## src/rtl/pmci_spi_egress_responder_if.sv

```systemverilog
// SPI pins plus access-event outputs of the PMCI egress SPI responder.
// The master modport is the SPI master / observer side; slave is the responder.
`timescale 1ns/1ps
interface pmci_spi_egress_responder_if #(
    parameter int ADDR_W = 8
);
    logic              spi_sclk;
    logic              spi_csn;
    logic              spi_mosi;
    logic              spi_miso;
    logic              wr_pulse;
    logic [ADDR_W-1:0] wr_addr;
    logic [31:0]       wr_data;
    logic              rd_pulse;
    logic [ADDR_W-1:0] rd_addr;
    logic              err_pulse;

    modport master (
        output spi_sclk, spi_csn, spi_mosi,
        input  spi_miso, wr_pulse, wr_addr, wr_data, rd_pulse, rd_addr, err_pulse
    );

    modport slave (
        input  spi_sclk, spi_csn, spi_mosi,
        output spi_miso, wr_pulse, wr_addr, wr_data, rd_pulse, rd_addr, err_pulse
    );
endinterface

```

## src/rtl/pmci_spi_egress_responder.sv

```systemverilog
// Mode-0 SPI slave that oversamples the link in clk, decodes read/write frames
// against a local 32-bit register file and reports each access as a one-cycle event.
//
// state   | meaning
// IDLE    | waiting for csn falling edge
// CMD     | shifting in 8-bit command
// ADDR    | shifting in ADDR_W-bit address
// WDATA   | shifting in 32 write-data bits
// RDATA   | shifting read data out on miso
// DRAIN   | frame finished or rejected; ignore sclk until csn high
`timescale 1ns/1ps
module pmci_spi_egress_responder #(
    parameter int          ADDR_W      = 8,
    parameter int          NUM_REGS    = 16,
    parameter logic [31:0] RD_OOR_DATA = 32'hDEAD_BEEF,
    parameter int          SYNC_STAGES = 2
) (
    input  logic                             clk,
    input  logic                             rst,
    pmci_spi_egress_responder_if.slave       bus
);

    localparam logic [7:0] CMD_WR    = 8'h02;
    localparam logic [7:0] CMD_RD    = 8'h03;
    localparam int         IDX_W     = (NUM_REGS > 1) ? $clog2(NUM_REGS) : 1;
    localparam logic [5:0] ADDR_LAST = 6'(ADDR_W - 1);
    localparam logic [5:0] DATA_LAST = 6'd31;

    typedef enum logic [2:0] {
        S_IDLE,
        S_CMD,
        S_ADDR,
        S_WDATA,
        S_RDATA,
        S_DRAIN
    } state_t;

    state_t state, state_nxt;

    logic [SYNC_STAGES-1:0] sclk_sync, csn_sync, mosi_sync;
    logic sclk_s, csn_s, mosi_s;
    logic sclk_d, csn_d;
    logic sclk_rise, sclk_fall, csn_rise, csn_fall, sample_en;

    logic [5:0]        cnt;
    logic [31:0]       shift_in;
    logic [31:0]       shift_out;
    logic [31:0]       rx_word;
    logic [ADDR_W-1:0] addr_rx;
    logic [ADDR_W-1:0] addr_q;
    logic              cmd_rd;
    logic              miso_q;
    logic [31:0]       regs [NUM_REGS];
    logic [31:0]       rd_fetch;

    logic cnt_inc, shift_en, shift_out_en, load_rd, addr_ld, cmd_ld, reg_we;
    logic wr_fire, rd_fire, err_fire;

    logic              wr_pulse_q, rd_pulse_q, err_pulse_q;
    logic [ADDR_W-1:0] wr_addr_q, rd_addr_q;
    logic [31:0]       wr_data_q;

    function automatic logic in_range(input logic [ADDR_W-1:0] a);
        return {1'b0, a} < (ADDR_W + 1)'(NUM_REGS);
    endfunction

    // All three pins share the same depth so that their relative timing is preserved.
    always_ff @(posedge clk or posedge rst) begin
        if (rst) begin
            sclk_sync <= '0;
            csn_sync  <= '1;
            mosi_sync <= '0;
            sclk_d    <= 1'b0;
            csn_d     <= 1'b1;
        end else begin
            sclk_sync[0] <= bus.spi_sclk;
            csn_sync[0]  <= bus.spi_csn;
            mosi_sync[0] <= bus.spi_mosi;
            for (int i = 1; i < SYNC_STAGES; i++) begin
                sclk_sync[i] <= sclk_sync[i-1];
                csn_sync[i]  <= csn_sync[i-1];
                mosi_sync[i] <= mosi_sync[i-1];
            end
            sclk_d <= sclk_s;
            csn_d  <= csn_s;
        end
    end

    assign sclk_s    = sclk_sync[SYNC_STAGES-1];
    assign csn_s     = csn_sync[SYNC_STAGES-1];
    assign mosi_s    = mosi_sync[SYNC_STAGES-1];
    assign sclk_rise = sclk_s & ~sclk_d;
    assign sclk_fall = ~sclk_s & sclk_d;
    assign csn_rise  = csn_s & ~csn_d;
    assign csn_fall  = ~csn_s & csn_d;
    // A csn rise forces csn_s high, so a coincident sclk edge is discarded here.
    assign sample_en = sclk_rise & ~csn_s;

    assign rx_word  = {shift_in[30:0], mosi_s};
    assign addr_rx  = rx_word[ADDR_W-1:0];
    assign rd_fetch = in_range(addr_rx) ? regs[addr_rx[IDX_W-1:0]] : RD_OOR_DATA;

    always_ff @(posedge clk or posedge rst) begin
        if (rst) state <= S_IDLE;
        else     state <= state_nxt;
    end

    always_comb begin
        state_nxt    = state;
        cnt_inc      = 1'b0;
        shift_en     = 1'b0;
        shift_out_en = 1'b0;
        load_rd      = 1'b0;
        addr_ld      = 1'b0;
        cmd_ld       = 1'b0;
        reg_we       = 1'b0;
        wr_fire      = 1'b0;
        rd_fire      = 1'b0;
        err_fire     = 1'b0;
        if (csn_rise) begin
            state_nxt = S_IDLE;
            if (state inside {S_CMD, S_ADDR, S_WDATA, S_RDATA}) err_fire = 1'b1;
        end else begin
            unique case (state)
                S_IDLE: begin
                    if (csn_fall) state_nxt = S_CMD;
                end
                S_CMD: begin
                    if (sample_en) begin
                        shift_en = 1'b1;
                        cnt_inc  = 1'b1;
                        if (cnt == 6'd7) begin
                            if (rx_word[7:0] == CMD_WR || rx_word[7:0] == CMD_RD) begin
                                cmd_ld    = 1'b1;
                                state_nxt = S_ADDR;
                            end else begin
                                err_fire  = 1'b1;
                                state_nxt = S_DRAIN;
                            end
                        end
                    end
                end
                S_ADDR: begin
                    if (sample_en) begin
                        shift_en = 1'b1;
                        cnt_inc  = 1'b1;
                        if (cnt == ADDR_LAST) begin
                            addr_ld = 1'b1;
                            if (cmd_rd) begin
                                load_rd   = 1'b1;
                                rd_fire   = 1'b1;
                                state_nxt = S_RDATA;
                            end else begin
                                state_nxt = S_WDATA;
                            end
                        end
                    end
                end
                S_WDATA: begin
                    if (sample_en) begin
                        shift_en = 1'b1;
                        cnt_inc  = 1'b1;
                        if (cnt == DATA_LAST) begin
                            if (in_range(addr_q)) begin
                                reg_we  = 1'b1;
                                wr_fire = 1'b1;
                            end else begin
                                err_fire = 1'b1;
                            end
                            state_nxt = S_DRAIN;
                        end
                    end
                end
                S_RDATA: begin
                    // Stay until the master has sampled bit 0 on the 32nd rise.
                    if (sclk_fall && !csn_s) shift_out_en = 1'b1;
                    if (sample_en) begin
                        cnt_inc = 1'b1;
                        if (cnt == DATA_LAST) state_nxt = S_DRAIN;
                    end
                end
                S_DRAIN: begin
                end
                default: state_nxt = S_IDLE;
            endcase
        end
    end

    always_ff @(posedge clk or posedge rst) begin
        if (rst) begin
            cnt         <= '0;
            shift_in    <= '0;
            shift_out   <= '0;
            addr_q      <= '0;
            cmd_rd      <= 1'b0;
            miso_q      <= 1'b0;
            wr_pulse_q  <= 1'b0;
            rd_pulse_q  <= 1'b0;
            err_pulse_q <= 1'b0;
            wr_addr_q   <= '0;
            wr_data_q   <= '0;
            rd_addr_q   <= '0;
        end else begin
            if (state_nxt != state)           cnt <= '0;
            else if (cnt_inc && cnt != 6'h3F) cnt <= cnt + 6'd1;

            if (shift_en) shift_in <= rx_word;
            if (cmd_ld)   cmd_rd   <= (rx_word[7:0] == CMD_RD);
            if (addr_ld)  addr_q   <= addr_rx;

            if (load_rd)           shift_out <= rd_fetch;
            else if (shift_out_en) shift_out <= {shift_out[30:0], 1'b0};

            if (shift_out_en)            miso_q <= shift_out[31];
            else if (state_nxt != S_RDATA) miso_q <= 1'b0;

            wr_pulse_q  <= wr_fire;
            rd_pulse_q  <= rd_fire;
            err_pulse_q <= err_fire;
            if (wr_fire) begin
                wr_addr_q <= addr_q;
                wr_data_q <= rx_word;
            end
            if (rd_fire) rd_addr_q <= addr_rx;
        end
    end

    always_ff @(posedge clk or posedge rst) begin
        if (rst) begin
            for (int i = 0; i < NUM_REGS; i++) regs[i] <= '0;
        end else if (reg_we) begin
            regs[addr_q[IDX_W-1:0]] <= rx_word;
        end
    end

    assign bus.spi_miso  = (state == S_RDATA) && !csn_s && miso_q;
    assign bus.wr_pulse  = wr_pulse_q;
    assign bus.wr_addr   = wr_addr_q;
    assign bus.wr_data   = wr_data_q;
    assign bus.rd_pulse  = rd_pulse_q;
    assign bus.rd_addr   = rd_addr_q;
    assign bus.err_pulse = err_pulse_q;

endmodule

```

## src/flat_wrapper.sv

```systemverilog
// flat-port wrapper written by rule: the top's interface ports become plain ports
module pmci_spi_egress_responder_flat 
#(
    parameter int          ADDR_W      = 8,
    parameter int          NUM_REGS    = 16,
    parameter logic [31:0] RD_OOR_DATA = 32'hDEAD_BEEF,
    parameter int          SYNC_STAGES = 2
)
  (clk, rst, bus_spi_sclk, bus_spi_csn, bus_spi_mosi, bus_spi_miso, bus_wr_pulse, bus_wr_addr, bus_wr_data, bus_rd_pulse, bus_rd_addr, bus_err_pulse);
  pmci_spi_egress_responder_if #(.ADDR_W(ADDR_W)) bus_i ();
  input  logic clk;
  input  logic rst;
  input wire logic [$bits(bus_i.spi_sclk)-1:0] bus_spi_sclk;
  input wire logic [$bits(bus_i.spi_csn)-1:0] bus_spi_csn;
  input wire logic [$bits(bus_i.spi_mosi)-1:0] bus_spi_mosi;
  output wire logic [$bits(bus_i.spi_miso)-1:0] bus_spi_miso;
  output wire logic [$bits(bus_i.wr_pulse)-1:0] bus_wr_pulse;
  output wire logic [$bits(bus_i.wr_addr)-1:0] bus_wr_addr;
  output wire logic [$bits(bus_i.wr_data)-1:0] bus_wr_data;
  output wire logic [$bits(bus_i.rd_pulse)-1:0] bus_rd_pulse;
  output wire logic [$bits(bus_i.rd_addr)-1:0] bus_rd_addr;
  output wire logic [$bits(bus_i.err_pulse)-1:0] bus_err_pulse;
  assign bus_i.spi_sclk = bus_spi_sclk;
  assign bus_i.spi_csn = bus_spi_csn;
  assign bus_i.spi_mosi = bus_spi_mosi;
  assign bus_spi_miso = bus_i.spi_miso;
  assign bus_wr_pulse = bus_i.wr_pulse;
  assign bus_wr_addr = bus_i.wr_addr;
  assign bus_wr_data = bus_i.wr_data;
  assign bus_rd_pulse = bus_i.rd_pulse;
  assign bus_rd_addr = bus_i.rd_addr;
  assign bus_err_pulse = bus_i.err_pulse;
  pmci_spi_egress_responder #(.ADDR_W(ADDR_W), .NUM_REGS(NUM_REGS), .RD_OOR_DATA(RD_OOR_DATA), .SYNC_STAGES(SYNC_STAGES)) u_core (.clk(clk), .rst(rst), .bus(bus_i));
endmodule
```

## config.mk

```make
export PLATFORM = sky130hd
export DESIGN_NAME = pmci_spi_egress_responder_flat
export DESIGN_NICKNAME = d
export VERILOG_FILES = /design/src/rtl/pmci_spi_egress_responder_if.sv /design/src/rtl/pmci_spi_egress_responder.sv /design/src/flat_wrapper.sv
export SDC_FILE = /design/constraint.sdc
export NUM_CORES = 1
export LEC_CHECK = 0
export ABC_AREA = 1
export ABC_CLOCK_PERIOD_IN_PS = 24200
export BUFFER_PORTS_ARGS = -buffer_cell sky130_fd_sc_hd__buf_2
export CORE_MARGIN = 2
export CORE_UTILIZATION = 57
export CTS_BUF_LIST = sky130_fd_sc_hd__clkbuf_4 sky130_fd_sc_hd__clkbuf_8
export DETAILED_ROUTE_END_ITERATION = 12
export PLACE_DENSITY_LB_ADDON = 0.25
export SLEW_MARGIN = 30
export SYNTH_ARGS = -nofsm -noshare
export SYNTH_HDL_FRONTEND = slang
export SYNTH_SLANG_ARGS = --single-unit
```

## constraint.sdc

```tcl
create_clock -name clk -period 24.2 [get_ports clk]
set_input_delay 1.21 -clock clk [delete_from_list [all_inputs] [get_ports clk]]
set_output_delay 1.21 -clock clk [all_outputs]
set_load 0.02 [all_outputs]
```

==> Word level (Yosys, flattened, before mapping) <==
Cells that the tools add are included.
{ "classes": {"n_addsub": 1, "multipliers": 0, "div_mod_pow": 0, "n_lt_le_gt_ge": 5, "eq_ne": 12, "n_shift": 0, "mux": 60, "bitwise": 11, "n_reduce_logical": 15} }
{ "op_table": {"columns": ["op", "n"], "rows": [
  ["bitwise mux 512 bit", 1],
  ["two-way mux 32 bit", 6],
  ["binary-select mux 32 bit (select 4 bit)", 1],
  ["demux 32 bit (select 4 bit)", 1],
  ["two-way mux 1 bit", 37],
  ["two-way mux 3 bit", 10],
  ["== test 8 x 2 -> 1 bit, second input constant", 2],
  ["less-than comparator 8 x 5 -> 1 bit, second input constant", 2],
  ["one-hot mux 3 bit (5 select lines)", 1],
  ["two-way mux 6 bit", 2],
  ["greater-or-equal comparator 5 bit, second input constant", 2],
  ["NOT 4 -> 5 bit", 2],
  ["adder 6 x 1 -> 6 bit, second input constant", 1],
  ["== test 3 x 2 -> 1 bit, second input constant", 2],
  ["== test 3 bit, second input constant", 2],
  ["== test 6 x 3 -> 1 bit, second input constant", 1],
  ["== test 6 x 5 -> 1 bit, second input constant", 1],
  ["!= test 6 bit, second input constant", 1],
  ["nonzero test 2 bit", 3],
  ["bitwise AND 1 bit", 5],
  ["logical AND 1 bit", 5],
  ["less-than comparator 5 x 1 -> 1 bit, second input constant", 1],
  ["NOT 1 bit", 4],
  ["nonzero test 4 bit", 1],
  ["10 further kinds", 10]
]} }
{ "word_totals": {"ff_bits": 653, "latch_bits": 0, "mem_bits_rw": 0, "rom_bits": 0, "input_bits": 5, "out_inout_bits": 52, "word_cells": 138, "n_memories": 0} }

==> Longest topological paths before layout <==
Gate-level depths: netlist (run 1).
{ "logic_depth": {"ltp_word": 10, "mapped_depth": 13, "ltp_nobuf": 13} }

==> Least setup slack after synthesis (run 1) <==
Ideal clock, no wire load.
{ "synth_path": {"kind": "reg-to-output", "from": "register u_core.state[1]", "to": "output bus_spi_miso", "arrival_time_ps": 1071, "required_ps": 22990, "slack_ps": 21919, "path_stages_with_launch": 3, "path_buffers": 0, "path_cell_list": "dfrtp_1 -> nor3_1 -> and3_1"} }
{ "synth_via": {"elab_chain_cells": 3} }
{ "synth_rtl": {"columns": ["element", "line_no", "source"], "rows": [
  ["from (decl)", "pmci_spi_egress_responder.sv:38", "state_t state, state_nxt;"],
  ["from (signal assigned)", "pmci_spi_egress_responder.sv:105", "else state <= state_nxt;"],
  ["== test 3 bit", "pmci_spi_egress_responder.sv:236", "assign bus.spi_miso = (state == S_RDATA) && !csn_s && miso_q;"],
  ["logical AND 1 bit (2 in a row)", "pmci_spi_egress_responder.sv:236", null],
  ["to (decl)", "flat_wrapper.sv:16", "output wire logic [$bits(bus_i.spi_miso)-1:0] bus_spi_miso;"]
]} }
No other way between the ends.

==> Worst setup path after layout (run 1) <==
Same ends and word-level chain as after synthesis.

==> results of run 1 <==
synthesized netlist by cell type:
cell type    n
a21oi_1     10
a22oi_1      6
and2_1       1
and3_1       1
buf_1       12
buf_12       1
buf_2       36
buf_4       11
buf_6       40
clkbuf_1   169
clkinv_1     2
dfrtp_1    650
dfstp_2      3
ha_1         1
inv_1       93
inv_2        3
nand2_1    721
nand2_8     10
nand3_1     76
nand4_1      4
nor2_1     377
nor2_2       1
nor3_1       5
nor4_1       1
o211ai_1    83
o21ai_0    613
o21ai_1    321
o221ai_1    23
o22ai_1     24
or2_2        1
xor2_1       5
kinds of logic (layout without fill, tap and decap cells):
logic type	after synthesis	after routing	share of synthesized area, %
AO/OA/AOI/OAI	1080	1080	20.0
XOR/XNOR	5	5	0.153
adder cells (fa/ha/maj)	1	1	0.0436
buffers and inverters	367	375	6.20
flip-flops	653	653	56.9
AND/OR/NAND/NOR	1198	1198	16.7
power groups by stage:
stage	clock, W	sequential, W	combinational [W]
3_3_place_gp	0	0.00114	0.000260
2_1_floorplan	0	0.00112	0.000200
4_1_cts	0.00105	0.00112	0.000266
6_report	0.00104	0.00112	0.000268
5_1_grt	0.00110	0.00112	0.000297
3_5_place_dp	0	0.00114	0.000264
final cells by class:
cell class | instances | area share, %
clock inverters | 18 | 0.648
inverters | 98 | 1.24
well taps | 672 | 2.71
flip-flops and latches | 653 | 52.7
clock buffers | 172 | 6.90
multi-input cells | 2284 | 34.2
repair buffers | 87 | 1.70
stage by stage:
stage	power [W]	hold WS [ps]
final	0.00242	350
after global routing	0.00252	364
after CTS	0.00243	341
after detailed placement	0.00140	340
after global placement	0.00140	335
after floorplan	0.00132	331
flip-flops by register name, indices dropped and copies added, names as in the netlist, 2 cells and up:
register and cells:
u_core.bus.rd_addr 8, u_core.addr_q 8, u_core.mosi_sync 2, u_core.shift_in 31, u_core.cnt 6, u_core.csn_sync 2
u_core.regs 512, u_core.sclk_sync 2, u_core.bus.wr_data 32, u_core.shift_out 32, u_core.state 3, u_core.bus.wr_addr 8
metal layers:
metal  wire (um)  part of all wire (%)  vias to the layer above
li1            -                     -                    10900
met1       32600                    42                    11600
met2       36300                    47                     1061
met3        6040                   7.8                      214
met4        2790                   3.6                        0
met5           0                     0                        -
worst max path at each step:
stage          slack [ps]                  end
2_1_floorplan        4700     u_core.addr_q[0]
5_1_grt             20350  u_core.mosi_sync[1]
3_5_place_dp        19710  u_core.mosi_sync[1]
4_1_cts             20470  u_core.mosi_sync[1]
6_report            20710         bus_spi_miso
3_3_place_gp        19800  u_core.mosi_sync[1]
==> summary.txt, run 1 <==
Worst setup path
  – Startpoint types: flip-flop
  – R2R depth: 8
  – Slowest-stage cell, CP: nor3_1
  – Critical path required time: 22990 ps
  – Reg2reg setup slack: 20800 ps
  – Crit path buffers/inverters: 1
  – Worst r2r src: u_core.mosi_sync[1]
  – Max stage delay on crit path: 650 ps
  – Setup crit end kind: output pin
  – Worst setup path startpoint: u_core.state[1]
  – Crit Path Category: reg -> out
  – Stages on worst setup path: 3
  – Maximum fanout along the worst path: 7
  – CP Cell Sequence: nor3_1, and3_1, buf_2
  – Top delay family on crit path: simple AND/OR/NAND/NOR gates
  – Worst EP arrival: 2280 ps
  – Reg2Reg Capture Point: u_core.shift_out[22]

Power
  – Sw frac: 27.0%
  – Clock power share: 42.8%
  – Share of power burned in registers: 46.2%
  – Static leakage: 13.6 nW
  – Int Power: ~0.0018 W
  – Psw: 0.000654 W
  – Cell area power density: 78.0 nW/um^2
  – Combinational power share: 11.1%
  – Maximum VDD drop: roughly 57 uV

Route
  – ANT nets after route: 0
  – Routed WL per cell: between 15 and 20 um
  – Via count: between 20000 and 25000
  – Residual DRC: 0
  – Routed wire length: 77.7 mm
  – First-iteration detailed-routing DRC count: 2584
  – Vias per cell: 5.96
  – Router iterations before antenna repair: 6

Global routing
  – Global Route met2 Usage: about half
  – First-pass GRT wire length: 125 mm
  – GRT met3 Usage: 4.73%
  – Grt met1 use: 41.3%
  – Total grt overflow: 0
  – Gr busiest metal: met2
  – Total Routing Usage GR: 30.1%
  – Initial antenna violation count: 0
  – Largest net degree at the start of global routing: 113
  – Vias in the first global route: between 20000 and 25000

Min path
  – Hold Path Cell Cnt: 0
  – Min-delay worst type: reg -> reg
  – Worst Hold End: u_core.sclk_sync[1]
  – Hold wc startpoint: u_core.sclk_sync[0]

Clocking
  – CTS tree: done
  – Clock sinks: 653
  – Register clock-pin slew on the reported worst setup and hold paths: around 60 ps
  – Root Driver: clkbuf_8
  – CTS Buf Count: 104
  – Clock tree buffer depth: 3
  – Post-CTS Resized: 0
  – H-tree levels: 3
  – Cts hold-fix bufs: 0
  – Post-CTS Setup Repair Bufs: 0
  – Clk_lat worst skew: 710 ps

Timing
  – Tcrit/Tclk final: 14.4%
  – Final worst setup slack: 20710 ps
  – Max Slew Vio Count: 0
  – RSZ-0062 raised after global routing: no
  – Final Hold Vio Count: 0
  – Fin Setup TNS: 0 ps
  – Least-Margin Pin Slew: 1010 ps
  – Clock skew: 29.5 ps
  – Final setup violating endpoints: 0
  – Worst slew margin: 32.6%
  – Clock period minus worst slack: 3490 ps
  – F_max: 0.286 GHz

Synthesis
  – Ys Warns: 0
  – Avg Synthesized Cell Area: 8.69 um^2
  – Yosys cell types: 31
  – Syn nets: 3310
  – Register area share after synthesis: approximately 57%
  – Seq cells post-synth: around 650
  – Cell Area, Synth: 28700 um^2
  – Synth top area share: 56.7%
  – Synth area leaders: dfrtp_1 (57%), o21ai_0 (11%), nand2_1 (9.4%)
  – Synth area leader: dfrtp_1
  – Post-synthesis cell count: approximately 3300

Cells and area
  – Cell area after layout: 31100 um^2
  – NumNets Final: 3234
  – # diodes: 0
  – Area Overhead vs Synth: 8.21%
  – Final Non-Filler Cells: 3984
  – Final core occ: 62.2%
  – Filler Cells Inserted: 4161
  – Sequential cell area: 16400 um^2
  – Share of cells above drive strength 1: 9.48%
  – Most frequent cells in the layout: nand2_1 (714), dfrtp_1 (646), o21ai_0 (613), nor2_1 (376), o21ai_1 (321)
  – Commonest non-fill, non-tap cell in the layout: nand2_1
  – Multi-input logic area: 10600 um^2

Place
  – DP Area: 28700 um^2
  – Placed Instances: 3794
  – Placer Congestion: 0.827
  – Post-DP HPWL: 38.5 mm
  – Post-placement setup slack: roughly 20000 ps
  – IO buf count: 56

Run
  – Max Cap Viol: 0

Floorplan
  – Starting Density: a little under three fifths
  – Floorplan row count: 82
  – Die H: 228 um
  – Core Area: 50000 um^2
  – # IOs: 57
  – Die width: about 230 um
  – Die Footprint: roughly 52000 um^2

Run status
  – Status: finished, final reports clean
Power figures use the tool's default switching activity.
==> run 2: changes to the inputs <==
--- a/config.mk
+++ b/config.mk
@@ -6,7 +6,7 @@
 export NUM_CORES = 1
 export LEC_CHECK = 0
 export ABC_AREA = 1
-export ABC_CLOCK_PERIOD_IN_PS = 24200
+export ABC_CLOCK_PERIOD_IN_PS = 3100
 export BUFFER_PORTS_ARGS = -buffer_cell sky130_fd_sc_hd__buf_2
 export CORE_MARGIN = 2
 export CORE_UTILIZATION = 57
==> constraint.sdc (replaced) <==
create_clock -name clk -period 3.1 [get_ports clk]
set_input_delay 0.155 -clock clk [delete_from_list [all_inputs] [get_ports clk]]
set_output_delay 0.155 -clock clk [all_outputs]
set_load 0.02 [all_outputs]
==> summary.txt, run 2 (same netlist as run 1, synthesis figures left out) <==
Worst setup path
  – Startpoint types: flip-flop
  – Maximum fanout along the worst path: 64
  – CP Cell Sequence: ha_1, nand3_1, nor4_1, and2_2, buf_12, nand2_8, nand2_1, o21ai_1
  – Max stage delay on crit path: 440 ps
  – Crit Path Category: reg -> reg
  – Slowest-stage cell, CP: and2_2
  – Setup crit end kind: flip-flop
  – Critical path required time: 3670 ps
  – Worst EP arrival: 3120 ps

Power
  – Static leakage: 13.7 nW
  – Cell area power density: roughly 590 nW/um^2
  – Maximum VDD drop: 444 uV

Cells and area
  – Commonest non-fill, non-tap cell in the layout: nand2_1
  – Reg with most FFs: u_core.regs
  – Max reg flops: 512
  – NumNets Final: around 3300
  – Share of cells above drive strength 1: 10.2%
  – Area Overhead vs Synth: 9.33%
  – Most frequent cells in the layout: nand2_1 (714), dfrtp_1 (646), o21ai_0 (613), nor2_1 (376), o21ai_1 (321)
  – Final core occ: between 60% and 70%
  – Filler Cells Inserted: 4194
  – # diodes: 0

Timing
  – Final worst setup slack: 549 ps
  – Clock skew: 24.5 ps
  – Least-Margin Pin Slew: between 800 and 900 ps
  – Worst slew margin: 41.7%
  – Final setup violating endpoints: 0
  – Clock period minus worst slack: 2550 ps
  – Final Hold Vio Count: 0
  – RSZ-0062 raised after global routing: no
  – Max Slew Vio Count: 0
  – Fin Setup TNS: 0 ps
  – F_max: roughly 0.4 GHz
  – Tcrit/Tclk final: 82.3%
  – Min Hold Slack: 95.4 ps

Global routing
  – Total Routing Usage GR: just under 30%
  – Largest net degree at the start of global routing: about 110
  – Initial antenna violation count: 0
  – Vias in the first global route: 23100
  – Total grt overflow: 0
  – First-pass GRT wire length: about 120 mm

Floorplan
  – Floorplan row count: between 80 and 90
  – Die Footprint: between 50000 and 60000 um^2
  – Starting Density: between 50 and 60%
  – # IOs: 57
  – Core Area: 50000 um^2
  – Die width: 228 um
  – Die H: 228 um

Route
  – Routed WL per cell: 18.8 um
  – Router iterations before antenna repair: 6
  – Routed wire length: 75.3 mm
  – Residual DRC: 0
  – First-iteration detailed-routing DRC count: 2628
  – ANT nets after route: 0
  – Vias per cell: 5.91
  – Via count: 23700

Run status
  – Status: finished, final reports clean

Clocking
  – Post-CTS Setup Repair Bufs: 0
  – Root Driver: clkbuf_8
  – H-tree levels: 3
  – CTS tree: done
  – Clk_lat worst skew: slightly above 700 ps
  – CTS Buf Count: just over 100
  – Clock tree buffer depth: 3
  – Register clock-pin slew on the reported worst setup and hold paths: roughly 60 ps
  – Clock sinks: approximately 650

Place
  – Placer Congestion: 0.839
  – Post-DP HPWL: 42.3 mm
  – Post-placement setup slack: 627 ps
  – IO buf count: 56

Min path
  – Min-delay worst type: in -> reg

Run
  – Max Cap Viol: 0
## run 2: changes by cell type in the layout (fill, tap and decap cells not counted), sizes merged
| cell | before | now |
|---|---|---|
| clkinvlp | 0 | 3 |
| clkbuf | 172 | 162 |
| clkinv | 12 | 20 |
| bufinv | 4 | 0 |
| dlygate4sd3 | 0 | 4 |
| buf | 87 | 118 |
## run 2: worst paths after layout
| kind | slack (ps) | cells past startpoint | from | endpoint |
|---|---|---|---|---|
| worst max-delay path | 550 | 8 | u_core.cnt[0] | u_core.regs[147] |
| min in group asynchronous | 130 | 3 | rst | u_core.regs[6] |
| worst min-delay path | 100 | 2 | bus_spi_csn | u_core.csn_sync[0] |
| worst max register to register | 550 | 8 | u_core.cnt[0] | u_core.regs[147] |
| max in group asynchronous | 1910 | 5 | rst | u_core.regs[372] |
| worst min register to register | 350 | 0 | u_core.sclk_sync[0] | u_core.sclk_sync[1] |
## run 2: critical path: cells and delay by family (launching register included)
family / cells / cell delay, ps
AND/OR/NAND/NOR: 5 / 1400
buffers and inverters: 1 / 270
adder cells (fa/ha/maj): 1 / 220
AO/OA/AOI/OAI: 1 / 80
flip-flops: 1 / 390
## run 2: through the flow
stage	area [um^2]	cells	total power, W
3_3_place_gp	29200	3825	0.0111
5_1_grt	31400	4016	0.0193
6_report	31400	4016	0.0186
2_1_floorplan	28700	3304	0.0103
3_5_place_dp	29200	3825	0.0111
4_1_cts	31400	4016	0.0186
## run 2: power breakdown
| group | switching, W | internal [W] | total (W) |
|---|---|---|---|
| registers | 0.000148 | 0.00856 | 0.00871 |
| logic | 0.00162 | 0.000667 | 0.00229 |
| clock network | 0.00342 | 0.00414 | 0.00757 |
| total | 0.00519 | 0.0134 | 0.0186 |
## run 2: routing by layer
metal | vias up | wire length (um) | track usage, %
met3 | 176 | 5710 | 5.18
met1 | 11600 | 32000 | 40.4
met4 | 0 | 1970 | 9.48
li1 | 10900 | - | -
met2 | 1021 | 35600 | 48.4
met5 | - | 0 | 0
## run 2: repair_timing
item / in CTS / in global routing
endpoints found under the setup margin: 0 / 2
hold buffers: 4 / 0
endpoints found under the hold margin: 17 / 0
resized for setup: 0 / 1
## run 2: area by class of cell
| type | count | area [um^2] | share of cell area (%) |
|---|---|---|---|
| flip-flops and latches | 653 | 16400 | 52.1 |
| multi-input cells | 2284 | 10600 | 33.8 |
| clock buffers | 162 | 2020 | 6.43 |
| repair buffers | 122 | 1020 | 3.26 |
| well taps | 672 | 841 | 2.68 |
| inverters | 98 | 379 | 1.21 |
| clock inverters | 25 | 159 | 0.506 |
